$ cat config.mk
export PLATFORM = sky130hd
export DESIGN_NAME = scratchpad_window_ctrl
export DESIGN_NICKNAME = d
export VERILOG_FILES = /design/src/rtl/scratchpad_window_ctrl.sv
export SDC_FILE = /design/constraint.sdc
export NUM_CORES = 1
export LEC_CHECK = 0
export ABC_AREA = 1
export ABC_CLOCK_PERIOD_IN_PS = 4400
export CORE_ASPECT_RATIO = 0.8
export CORE_MARGIN = 2
export CORE_UTILIZATION = 48
export DETAILED_ROUTE_END_ITERATION = 16
export MAX_ROUTING_LAYER = met4
export PLACE_DENSITY_LB_ADDON = 0.05
export SYNTH_ARGS = -nofsm -noshare
export SYNTH_HDL_FRONTEND = slang
export SYNTH_SLANG_ARGS = --single-unit
$ cat constraint.sdc
create_clock -name clk -period 4.4 [get_ports clk]
set_input_delay 0.88 -clock clk [delete_from_list [all_inputs] [get_ports clk]]
set_output_delay 0.88 -clock clk [all_outputs]
set_load 0.005 [all_outputs]
$ cat src/rtl/scratchpad_window_ctrl.sv
// Scratchpad fill/replay sequencer: loads a word stream, then replays it as sliding windows.
// Optional stall counter output enabled by defining SCRATCHPAD_STALL_CNT_EN.
module scratchpad_window_ctrl #(
    parameter int unsigned DATA_WIDTH = 8,
    parameter int unsigned ADDR_WIDTH = 4,
    parameter int unsigned DEPTH      = 16
) (
    input  logic                  clk,
    input  logic                  rst,
    input  logic                  start,
    input  logic [ADDR_WIDTH:0]   cfg_len,
    input  logic [ADDR_WIDTH:0]   cfg_win,
    input  logic [ADDR_WIDTH-1:0] cfg_stride,
    output logic                  cfg_err,
    output logic                  busy,
    output logic                  done,
    input  logic [DATA_WIDTH-1:0] in_data,
    input  logic                  in_valid,
    output logic                  in_ready,
    output logic                  sp_wen,
    output logic [ADDR_WIDTH-1:0] sp_waddr,
    output logic [DATA_WIDTH-1:0] sp_din,
    output logic [ADDR_WIDTH-1:0] sp_raddr,
    input  logic [DATA_WIDTH-1:0] sp_dout,
    output logic [DATA_WIDTH-1:0] out_data,
    output logic                  out_valid,
    input  logic                  out_ready,
    output logic                  out_last,
    output logic                  out_final
`ifdef SCRATCHPAD_STALL_CNT_EN
    ,
    output logic [15:0]           stall_cnt
`endif
);

    localparam int unsigned LEN_W = ADDR_WIDTH + 1;
    localparam int unsigned CMP_W = ADDR_WIDTH + 2;

    typedef enum logic [1:0] {
        S_IDLE = 2'd0,
        S_FILL = 2'd1,
        S_READ = 2'd2,
        S_DONE = 2'd3
    } state_t;

    state_t                state;
    state_t                state_nxt;

    logic [LEN_W-1:0]      len_q;
    logic [LEN_W-1:0]      win_q;
    logic [ADDR_WIDTH-1:0] stride_q;
    logic [ADDR_WIDTH-1:0] wptr;
    logic [ADDR_WIDTH-1:0] base;
    logic [ADDR_WIDTH-1:0] off;

    logic                  cfg_bad_c;
    logic                  start_ok_c;
    logic                  fill_last_c;
    logic                  last_c;
    logic                  final_c;

    // Configuration legality and per-cycle decode
    always_comb begin
        cfg_bad_c = (cfg_len == '0)
                 || (cfg_len > LEN_W'(DEPTH))
                 || (cfg_win == '0)
                 || (cfg_win > cfg_len)
                 || (cfg_stride == '0);
        start_ok_c  = (state == S_IDLE) && start && !cfg_bad_c;
        fill_last_c = in_valid && ({1'b0, wptr} == (len_q - LEN_W'(1)));
        last_c      = ({1'b0, off} == (win_q - LEN_W'(1)));
        // Extra headroom bit keeps base+stride+win from overflowing
        final_c     = last_c && ((CMP_W'(base) + CMP_W'(stride_q) + CMP_W'(win_q)) > CMP_W'(len_q));
    end

    // State register
    always_ff @(posedge clk or posedge rst) begin
        if (rst) begin
            state <= S_IDLE;
        end else begin
            state <= state_nxt;
        end
    end

    // Next-state logic
    always_comb begin
        state_nxt = state;
        case (state)
            S_IDLE: begin
                if (start_ok_c) begin
                    state_nxt = S_FILL;
                end
            end
            S_FILL: begin
                if (fill_last_c) begin
                    state_nxt = S_READ;
                end
            end
            S_READ: begin
                if (out_ready && final_c) begin
                    state_nxt = S_DONE;
                end
            end
            S_DONE: begin
                state_nxt = S_IDLE;
            end
            default: begin
                state_nxt = S_IDLE;
            end
        endcase
    end

    // Output decode from state and the window counters
    always_comb begin
        busy      = 1'b0;
        done      = 1'b0;
        in_ready  = 1'b0;
        sp_wen    = 1'b0;
        sp_waddr  = '0;
        sp_raddr  = '0;
        out_valid = 1'b0;
        out_last  = 1'b0;
        out_final = 1'b0;
        case (state)
            S_FILL: begin
                busy     = 1'b1;
                in_ready = 1'b1;
                sp_wen   = in_valid;
                sp_waddr = wptr;
            end
            S_READ: begin
                busy      = 1'b1;
                out_valid = 1'b1;
                sp_raddr  = base + off;
                out_last  = last_c;
                out_final = final_c;
            end
            S_DONE: begin
                done = 1'b1;
            end
            default: begin
                busy = 1'b0;
            end
        endcase
    end

    assign sp_din   = in_data;
    assign out_data = sp_dout;

    // Config latch, write pointer and window base/offset counters
    always_ff @(posedge clk or posedge rst) begin
        if (rst) begin
            len_q    <= '0;
            win_q    <= '0;
            stride_q <= '0;
            wptr     <= '0;
            base     <= '0;
            off      <= '0;
        end else begin
            case (state)
                S_IDLE: begin
                    if (start_ok_c) begin
                        len_q    <= cfg_len;
                        win_q    <= cfg_win;
                        stride_q <= cfg_stride;
                        wptr     <= '0;
                        base     <= '0;
                        off      <= '0;
                    end
                end
                S_FILL: begin
                    if (in_valid) begin
                        wptr <= wptr + ADDR_WIDTH'(1);
                    end
                    if (fill_last_c) begin
                        base <= '0;
                        off  <= '0;
                    end
                end
                S_READ: begin
                    if (out_ready) begin
                        if (!last_c) begin
                            off <= off + ADDR_WIDTH'(1);
                        end else if (!final_c) begin
                            base <= base + stride_q;
                            off  <= '0;
                        end
                    end
                end
                default: begin
                    wptr <= wptr;
                end
            endcase
        end
    end

    // Rejected start reported one cycle later
    always_ff @(posedge clk or posedge rst) begin
        if (rst) begin
            cfg_err <= 1'b0;
        end else begin
            cfg_err <= (state == S_IDLE) && start && cfg_bad_c;
        end
    end

`ifdef SCRATCHPAD_STALL_CNT_EN
    // Back-pressure cycles seen by the output stream, saturating
    always_ff @(posedge clk or posedge rst) begin
        if (rst) begin
            stall_cnt <= '0;
        end else if (start_ok_c) begin
            stall_cnt <= '0;
        end else if ((state == S_READ) && !out_ready && (stall_cnt != 16'hFFFF)) begin
            stall_cnt <= stall_cnt + 16'd1;
        end
    end
`endif

endmodule

==> impl_metrics.toml <==
[floorplanning]
core-area_mm2 = 0.00541
ios = 67
die_h_um = 70.6
die_width_um = 87.3
start_util_pct = 49.2
num_rows = 24
die_area_mm2 = 0.00616

[grt]
grt_first_pass_wirelength_mm = 10.5
grt_antenna_before_repair = 0
grt_max_degree = 30
grt_overflow = 0
grt_pass1_vias = 2236
grt_use_total_pct = 22.6

[route]
drc = 0
drtPass1Iterations = 4
wl_per_cell_um = 13.1
routed_wl_mm = 5.97
drt_iter0_drc = 143
via_count = 2207
ant_nets = 0
vias_per_cell = 4.85

[sta]
setup_viol = 0
worst_pin_slew_ns = 0.457
hold_viol_final = 0
tns_ns = 0
relSlewSlack_pct = 69.6
fin_crit_ns = 3.87
final_max_slew_viol_count = 0
fin_crit_sh_pct = 88.0
fmax_mhz = 258
finClkSkew_ns = 0.00533
hold_slack_ns = 0.502
rsz0062_at_grt = "false"

[final_layout]
layout.nets = 460
fillers = 523
drive_above_1_share_pct = 7.44
syn_to_final_growth_pct = 16.3
num_antenna_cells = 0
register_area_um2 = 726
multiInputGateArea_mm2 = 0.00159

[synth]
synthArstFlopShare_pct = 100
syn_nets = 436
syn_area_mm2 = 0.00266
ys_seq_elements = 29
synth_edf_count = 0
ys_top_cells_by_area = "dfrtp_1 27%, nand2_1 15%, ha_1 14%, inv_1 8.0%, fa_1 5.3%"
synthCells = 365
synth_top_cell_by_area = "dfrtp_1"
synthFlopType = "dfrtp_1"
synth_cell_types = 29
ys_seq_area_share_pct = 27.3
yosysTopAreaCellShare_pct = 27.3
yosysWarnings = 0
avgSynthCellArea_um2 = 7.29

[setup_path]
crit_type = "register to primary output"
slowest_stage = "fa_1"
worst-path-max-fanout = 3
start_kind = "register"
cp_data_required_time_ns = 3.52
cp_top_family = "adder cells"
path_cells = "inv_2 -> fa_1 -> inv_1 -> ha_1 -> fa_2 -> xor2_1 -> ha_1 -> nand2_1 -> nor2_1 -> nand2_1 -> nand3_1 -> nand2_1 -> inv_1 -> nand3_2 -> inv_1 -> dlymetal6s2s_1"
cp_slowest_stage_delay_ns = 0.50
cp-end-kind = "primary output"
arrival_ns = 2.99
critPathBufInv = 5

[place]
hpwlAfterDp_mm = 4.66
port_buffers = 34
place_congestion = 0.868

[clock_network]
clockBufferDepth = 2
path_clk_slew_ns = 0.07
cts_num_sinks = 29
cts_max_level = 2
tritoncts = "done"
cts_root_buf = "clkbuf_8"
cts_buffers = 5
clock_latency_ns = 0.29

[job]
maxCapViolCount = 0

[status]
outcome = "finished clean"

[hold_path]
hold_path.class = "register to register"

[power_and_ir_drop]
power.total_mw = 2.29
p_per_area_mw_per_mm2 = 740
ir_drop_uv = 556
p_leak_nw = 1.68
-- registers in the layout, summed over array words and instances, names as in the netlist --
signal	cells
state	2
base	4
stride_q	4
win_q	5
off	4
len_q	5
wptr	4
cfg_err	1
-- final cells by class --
cell class              count  area share, %
multi-input cells         258           51.3
flip-flops and latches     29           23.4
clock inverters             2           1.21
repair buffers             36           11.6
well taps                  65           2.63
clock buffers               6           2.67
inverters                  59           7.15
-- path summary, 6_finish.rpt --
path | start | endpoint | slack [ns] | depth (start not counted)
hold reg to reg | len_q[3] | len_q[3] | 0.50 | 2
min in group asynchronous | rst | state[1] | 0.96 | 3
setup / recovery | stride_q[1] | out_final | 0.53 | 16
setup reg to reg | stride_q[1] | off[0] | 1.29 | 19
hold / removal | len_q[3] | len_q[3] | 0.50 | 2
max in group asynchronous | rst | base[2] | 3.14 | 3
-- power breakdown --
group          switching [mW]  internal [mW]
Sequential              0.128          0.372
Clock                   0.113          0.184
Combinational           0.875          0.618
-- synthesized netlist by cell type, types with 2 or more instances --
library cell,instances
a21oi_1,9
buf_4,16
clkbuf_1,2
dfrtp_1,29
fa_1,7
ha_1,29
inv_1,57
inv_2,2
nand2_1,109
nand2_2,2
nand2_4,4
nand3_1,25
nand3b_1,3
nor2_1,30
o21ai_0,14
o21ai_1,2
o31ai_1,2
or2_2,2
xnor2_1,2
xor2_1,10
-- what timing repair did --
item,CTS,global route
hold endpoints to repair,0,0
buffers inserted,1,0
resized for setup,0,5
setup endpoints to repair,1,1
hold buffers,0,0
-- metal layers --
metal	share of wire, %	up-vias	global-route usage (%)
li1	-	1164	-
met1	53	997	34.2
met2	41	39	31.0
met3	5.4	7	3.97
met4	0.80	0	6.32
met5	0	-	-
-- cell usage in the layout (no fill, tap or decap), types with 3 or more instances in the layout --
| master | count |
|---|---|
| nand3_1 | 24 |
| o21ai_0 | 14 |
| nand2_4 | 4 |
| a21oi_1 | 9 |
| nor2_1 | 30 |
| dfrtp_1 | 29 |
| nand2_1 | 109 |
| inv_1 | 55 |
| inv_2 | 4 |
| clkdlybuf4s50_1 | 33 |
| nand3b_1 | 3 |
| xor2_1 | 10 |
| ha_1 | 29 |
| clkbuf_8 | 6 |
| fa_1 | 6 |
-- through the flow --
step / util, % / worst slack, ns / cells / instance area (um^2)
5_1_grt: 57.3 / 0.310 / 455 / 3100
3_3_place_gp: 54.7 / 0.385 / 446 / 2960
2_1_floorplan: - / 0.984 / 365 / 2660
3_5_place_dp: 54.7 / 0.295 / 446 / 2960
4_1_cts: 57.1 / 0.0330 / 455 / 3090
6_report: 57.3 / 0.527 / 455 / 3100
-- tightest hold or removal path, cell delays in order, from the launching register on --
cell and delay [ns]:
dfrtp_1 0.36, nand2_1 0.05, o21ai_0 0.06
-- cells by family after synthesis --
| kind of cell | synth area share [%] |
|---|---|
| compound gates | 6.44 |
| xor+xnor | 3.95 |
| simple gates | 30.1 |
| fa+ha+maj | 18.9 |
| buf+inv | 13.3 |
| flops | 27.3 |
(Power assumes the default switching activity.)
